**src/rtl/pll_lock_seq.sv**
```systemverilog
// PLL power-up/lock sequencer: powers the PLL down, resets it, waits for a stable
// lock and then enables the downstream clock buffers, retrying a bounded number of times.
//
// state     | meaning
// ----------+------------------------------------------------------
// PWD   (0) | PLL powered down, timed by PWD_CYC
// RST   (1) | PLL powered, held in reset for RST_CYC
// WAIT  (2) | waiting for lock_s, bounded by LOCK_TIMEOUT
// STABLE(3) | lock_s must stay high for STABLE_CYC cycles
// RUN   (4) | locked, clocks enabled
// FAIL  (5) | retries exhausted, waits for relock_req
module pll_lock_seq #(
  parameter int PWD_CYC      = 5,
  parameter int RST_CYC      = 5,
  parameter int LOCK_TIMEOUT = 20000,
  parameter int STABLE_CYC   = 16,
  parameter int MAX_RETRY    = 3
) (
  input  logic       clkin1,
  input  logic       rst,
  input  logic       lock,
  input  logic       relock_req,
  input  logic       clear_err,
  output logic       pll_pwd,
  output logic       pll_rst,
  output logic       clkout_en,
  output logic       ready,
  output logic       fail,
  output logic       lock_lost,
  output logic [3:0] relock_cnt,
  output logic [2:0] state
);

  localparam logic [2:0] S_PWD    = 3'd0;
  localparam logic [2:0] S_RST    = 3'd1;
  localparam logic [2:0] S_WAIT   = 3'd2;
  localparam logic [2:0] S_STABLE = 3'd3;
  localparam logic [2:0] S_RUN    = 3'd4;
  localparam logic [2:0] S_FAIL   = 3'd5;

  localparam int TMAX = (LOCK_TIMEOUT > PWD_CYC) ?
                        ((LOCK_TIMEOUT > RST_CYC) ? LOCK_TIMEOUT : RST_CYC) :
                        ((PWD_CYC > RST_CYC) ? PWD_CYC : RST_CYC);
  localparam int TW = $clog2(TMAX + 1);
  localparam int SW = $clog2(STABLE_CYC + 1);
  localparam int RW = (MAX_RETRY < 1) ? 1 : $clog2(MAX_RETRY + 1);

  localparam logic [TW-1:0] PWD_T  = TW'(PWD_CYC);
  localparam logic [TW-1:0] RST_T  = TW'(RST_CYC);
  localparam logic [TW-1:0] TO_T   = TW'(LOCK_TIMEOUT - 1);
  localparam logic [SW-1:0] STB_T  = SW'(STABLE_CYC - 1);
  localparam logic [RW-1:0] RETRY_T = RW'(MAX_RETRY);

  logic          lock_m, lock_s;
  logic [2:0]    state_nxt;
  logic [TW-1:0] tmr, tmr_nxt;
  logic [SW-1:0] stb, stb_nxt;
  logic [RW-1:0] retry, retry_nxt;
  logic          lost_evt;

  // tmr counts elapsed cycles in PWD/RST; a transition edge into PWD is its first cycle
  always_comb begin
    state_nxt = state;
    tmr_nxt   = tmr;
    stb_nxt   = stb;
    retry_nxt = retry;
    lost_evt  = 1'b0;
    case (state)
      S_PWD: begin
        if (tmr == PWD_T) begin
          state_nxt = S_RST;
          tmr_nxt   = TW'(1);
        end else begin
          tmr_nxt = tmr + 1'b1;
        end
      end
      S_RST: begin
        if (tmr == RST_T) begin
          state_nxt = S_WAIT;
          tmr_nxt   = '0;
        end else begin
          tmr_nxt = tmr + 1'b1;
        end
      end
      S_WAIT: begin
        if (lock_s) begin
          state_nxt = S_STABLE;
          stb_nxt   = '0;
        end else if (tmr == TO_T) begin
          if (retry < RETRY_T) begin
            retry_nxt = retry + 1'b1;
            state_nxt = S_PWD;
            tmr_nxt   = TW'(1);
          end else begin
            state_nxt = S_FAIL;
            tmr_nxt   = '0;
          end
        end else begin
          tmr_nxt = tmr + 1'b1;
        end
      end
      S_STABLE: begin
        if (!lock_s) begin
          state_nxt = S_WAIT;
          tmr_nxt   = '0;
        end else if (stb == STB_T) begin
          state_nxt = S_RUN;
          retry_nxt = '0;
        end else begin
          stb_nxt = stb + 1'b1;
        end
      end
      S_RUN: begin
        if (!lock_s) begin
          lost_evt  = 1'b1;
          state_nxt = S_PWD;
          tmr_nxt   = TW'(1);
        end else if (relock_req) begin
          state_nxt = S_PWD;
          tmr_nxt   = TW'(1);
        end
      end
      S_FAIL: begin
        if (relock_req) begin
          state_nxt = S_PWD;
          tmr_nxt   = TW'(1);
          retry_nxt = '0;
        end
      end
      default: begin
        state_nxt = S_PWD;
        tmr_nxt   = '0;
      end
    endcase
  end

  always_ff @(posedge clkin1) begin
    if (rst) begin
      lock_m     <= 1'b0;
      lock_s     <= 1'b0;
      state      <= S_PWD;
      tmr        <= '0;
      stb        <= '0;
      retry      <= '0;
      pll_pwd    <= 1'b1;
      pll_rst    <= 1'b1;
      clkout_en  <= 1'b0;
      ready      <= 1'b0;
      fail       <= 1'b0;
      lock_lost  <= 1'b0;
      relock_cnt <= 4'd0;
    end else begin
      lock_m    <= lock;
      lock_s    <= lock_m;
      state     <= state_nxt;
      tmr       <= tmr_nxt;
      stb       <= stb_nxt;
      retry     <= retry_nxt;
      pll_pwd   <= (state_nxt == S_PWD);
      pll_rst   <= (state_nxt == S_PWD) || (state_nxt == S_RST);
      clkout_en <= (state_nxt == S_RUN);
      ready     <= (state_nxt == S_RUN);
      fail      <= (state_nxt == S_FAIL);
      // a loss in the same cycle as clear_err wins and restarts the count at 1
      if (lost_evt) begin
        lock_lost <= 1'b1;
        if (clear_err)
          relock_cnt <= 4'd1;
        else if (relock_cnt != 4'd15)
          relock_cnt <= relock_cnt + 4'd1;
      end else if (clear_err) begin
        lock_lost  <= 1'b0;
        relock_cnt <= 4'd0;
      end
    end
  end

endmodule

```
**config.mk**
```make
export PLATFORM = sky130hd
export DESIGN_NAME = pll_lock_seq
export DESIGN_NICKNAME = d
export VERILOG_FILES = /design/src/rtl/pll_lock_seq.sv
export SDC_FILE = /design/constraint.sdc
export NUM_CORES = 1
export LEC_CHECK = 0
export BUFFER_PORTS_ARGS = -buffer_cell sky130_fd_sc_hd__buf_2
export CAP_MARGIN = 20
export CORE_ASPECT_RATIO = 0.7
export CORE_UTILIZATION = 53
export CTS_CLUSTER_SIZE = 40
export DETAILED_ROUTE_END_ITERATION = 10
export PLACE_DENSITY = 0.75
export SLEW_MARGIN = 20
export SYNTH_ARGS = -nofsm -noshare
export SYNTH_HDL_FRONTEND = slang
export SYNTH_SLANG_ARGS = --single-unit
```
**constraint.sdc**
```tcl
create_clock -name clkin1 -period 1.7 [get_ports clkin1]
set_input_delay 0.34 -clock clkin1 [delete_from_list [all_inputs] [get_ports clkin1]]
set_output_delay 0.34 -clock clkin1 [all_outputs]
set_load 0.1 [all_outputs]
```
==> flow_summary.toml <==
[synthesis]
synth_nets = 255
synth_top_cell_by_area = "dfxtp_1"
synth_cell_types = 56
ys_ff_latch = 36
yosysSeqAreaShare = 0.3598
ys_async_sr_fraction = 0
syn-cell-area_sq_um = 2003
synth_area_leaders = "dfxtp_1 (36%), a21oi_1 (4.7%), nand2_1 (4.5%)"
synth_edf_count = 0
yosysTopAreaCellShare = 0.3598
yosys_warnings = 0
syn-instance-count = 244
synthFlopType = "dfxtp_1"
syn_avg_cell_area_sq_um = 8.210

[route]
vias = 2688
drt-initial-drc-count = 516
drc_errors = 0
wl_per_cell_microns = 24.46
drtAntennaViolNets = 0
vias_per_cell = 7.168
drtPass1Iterations = 7
drt-total-wl_microns = 9171

[critical_path]
max_stage_delay_ps = 460
path_buf_inv = 1
critPathArrivalTime_ps = 2230
criticalPathCategory = "reg -> reg"
path_cells = "ha_4 -> nand4_1 -> buf_4 -> nand4bb_1 -> o221ai_1 -> o21ba_2 -> nor3_2"
endpoint_kind = "register"
critical-path-top-delay-family = "compound AO/OA/AOI/OAI gates"
timing.critical_path.fanout_max = 4
slowest_stage = "o221ai_1"
cp-start-kind = "register"
required_ps = 1890

[floorplanning]
num_rows = 18
die_area_sq_um = 4033
fp.dieH_microns = 53.44
dieWidth_microns = 75.48
core_sq_um = 3558
start_util = 0.5629
io-pin-count = 18

[place]
place_inst = 348
hpwl_microns = 3953
port_buffers = 17
place_congestion = 0.9308

[sta]
setup_violations = 26
slew_headroom = 0.6730
layout_setup_ws_ps = -345.8
grt_setup_unrepaired = "true"
min_period_over_period = 1.203
slew_viol_final = 0
post-route-min-period_ps = 2046
max_freq_mhz = 488.8
fin_skew_ps = 8.664
finalHoldViolCount = 0
tightest_slew_ps = 493.8

[grt]
first_global_vias = 2231
grt-ovfl-total = 0
antenna_found_initial = 0
grt_use_total = 0.4062
grt_start_max_net_pins = 22
grt_pass1_wl_microns = 11580

[clock_tree]
clkTransAtPathRegs_ps = 80
numCtsBuffers = 5
cts.sinks = 36
cts_tree = "yes"
max-clock-path-buffers = 2
htreeDepth = 2
cts_hold_buf = 0
clock_latency_ps = 300
cts_root_buf = "clkbuf_8"

[pwr]
p_leak_uw = 0.001236
peakVddDrop_v = 0.0007019
total_power_uw = 2336
powerDensity_nw_per_um2 = 740.8

[finish]
fin_cells = 375
layout_commonest_cell = "buf_4"
final_cell_mix = "buf_4 (61), dfxtp_1 (27), nand2_1 (21)"
drive_gt1_frac = 0.4954
layout.nets = 335
areaGrowthSynthToFinish_pct = 57.40
diodes = 0

[status]
status = "complete, but fails checks"
failed_checks = "setup timing"

[job]
cap_violations = 0

[hold_path]
hold_class = "in -> reg"
## repair_timing
action / 4_1_cts / 5_1_grt
buffers inserted: 13 / 6
resized for setup: 46 / 42
setup endpoints to repair: 25 / 33
pin swaps: 18 / 25
gates cloned: 1 / 0
## layout make-up
class | count | area (sq um)
sequential | 36 | 744.5
clock buffer | 5 | 68.82
timing repair buffer | 86 | 648.1
multi-input combinational | 189 | 1567
inverter | 6 | 25.02
fill | 160 | 405.4
clock inverter | 3 | 37.54
tap | 50 | 62.56
## through the flow
stage	hold WS [ps]	utilization	worst slack (ps)	cell area [sq um]	setup TNS, ps
finish	271.9	0.8861	-345.8	3153	-4925
global route	277.2	0.8861	-414.4	3153	-7192
CTS	273.1	0.8214	-104.1	2923	-887.8
detailed placement	452.0	0.7078	-331.2	2519	-3425
global placement	431.1	0.7078	-232.5	2519	-2542
floorplan	411.8	-	-200.4	2067	-1984
## where the power goes
part | total [uW] | leakage, uW | internal [uW] | switching (uW)
Clock | 774 | 0.0000532 | 428 | 346
Combinational | 656 | 0.000886 | 295 | 362
Sequential | 905 | 0.000297 | 873 | 32.2
## path summary, 6_finish.rpt
kind	depth (start not counted)	slack, ps	to	from
max	7	-350	pll_pwd	tmr[0]
min	2	270	lock_m	lock
max reg2reg	7	-350	pll_pwd	tmr[0]
min reg2reg	1	450	lock_s	lock_m
## sequential cells by signal, indices dropped and copies added, names as in the netlist
signal / count
pll_rst: 1
fail: 1
retry: 2
tmr: 15
lock_m: 1
stb: 5
pll_pwd: 1
lock_lost: 1
relock_cnt: 4
lock_s: 1
ready: 1
state: 3
## synthesized netlist by cell type, types with 5 or more instances
cell      number
nand4_1        6
nand2_1       24
nand2b_1       6
nor2_1        20
nand3_1       14
nor3_1        11
inv_1          6
a31oi_1        7
a21oi_1       19
nor4b_1        5
nor2b_1        7
ha_1           6
o21ai_0        8
mux2i_1        5
clkbuf_1       6
dfxtp_1       36
## worst reg2reg max path, cell delays in order (launching register included)
cell and delay (ps):
dfxtp_4 400, ha_4 150, nand4_1 160, buf_4 210, nand4bb_1 280, o221ai_1 460
o21ba_2 240, nor3_2 50
## metal layers
metal / wire length (microns) / global-route usage
met1: 3248 / 0.4909
met4: 777 / 0.2284
met5: 0 / 0
met3: 1320 / 0.1390
met2: 3825 / 0.6280
## cell families (layout without fill, tap and decap cells)
| family | after synthesis | in the layout | synth area share |
|---|---|---|---|
| simple gates | 117 | 117 | 0.3235 |
| compound gates | 56 | 57 | 0.1861 |
| flops | 36 | 36 | 0.3598 |
| buf+inv | 20 | 100 | 0.04934 |
| fa+ha+maj | 6 | 6 | 0.03748 |
| mux | 6 | 6 | 0.03061 |
| xor+xnor | 3 | 3 | 0.01312 |
No activity file was read; power rests on OpenSTA's default activity.
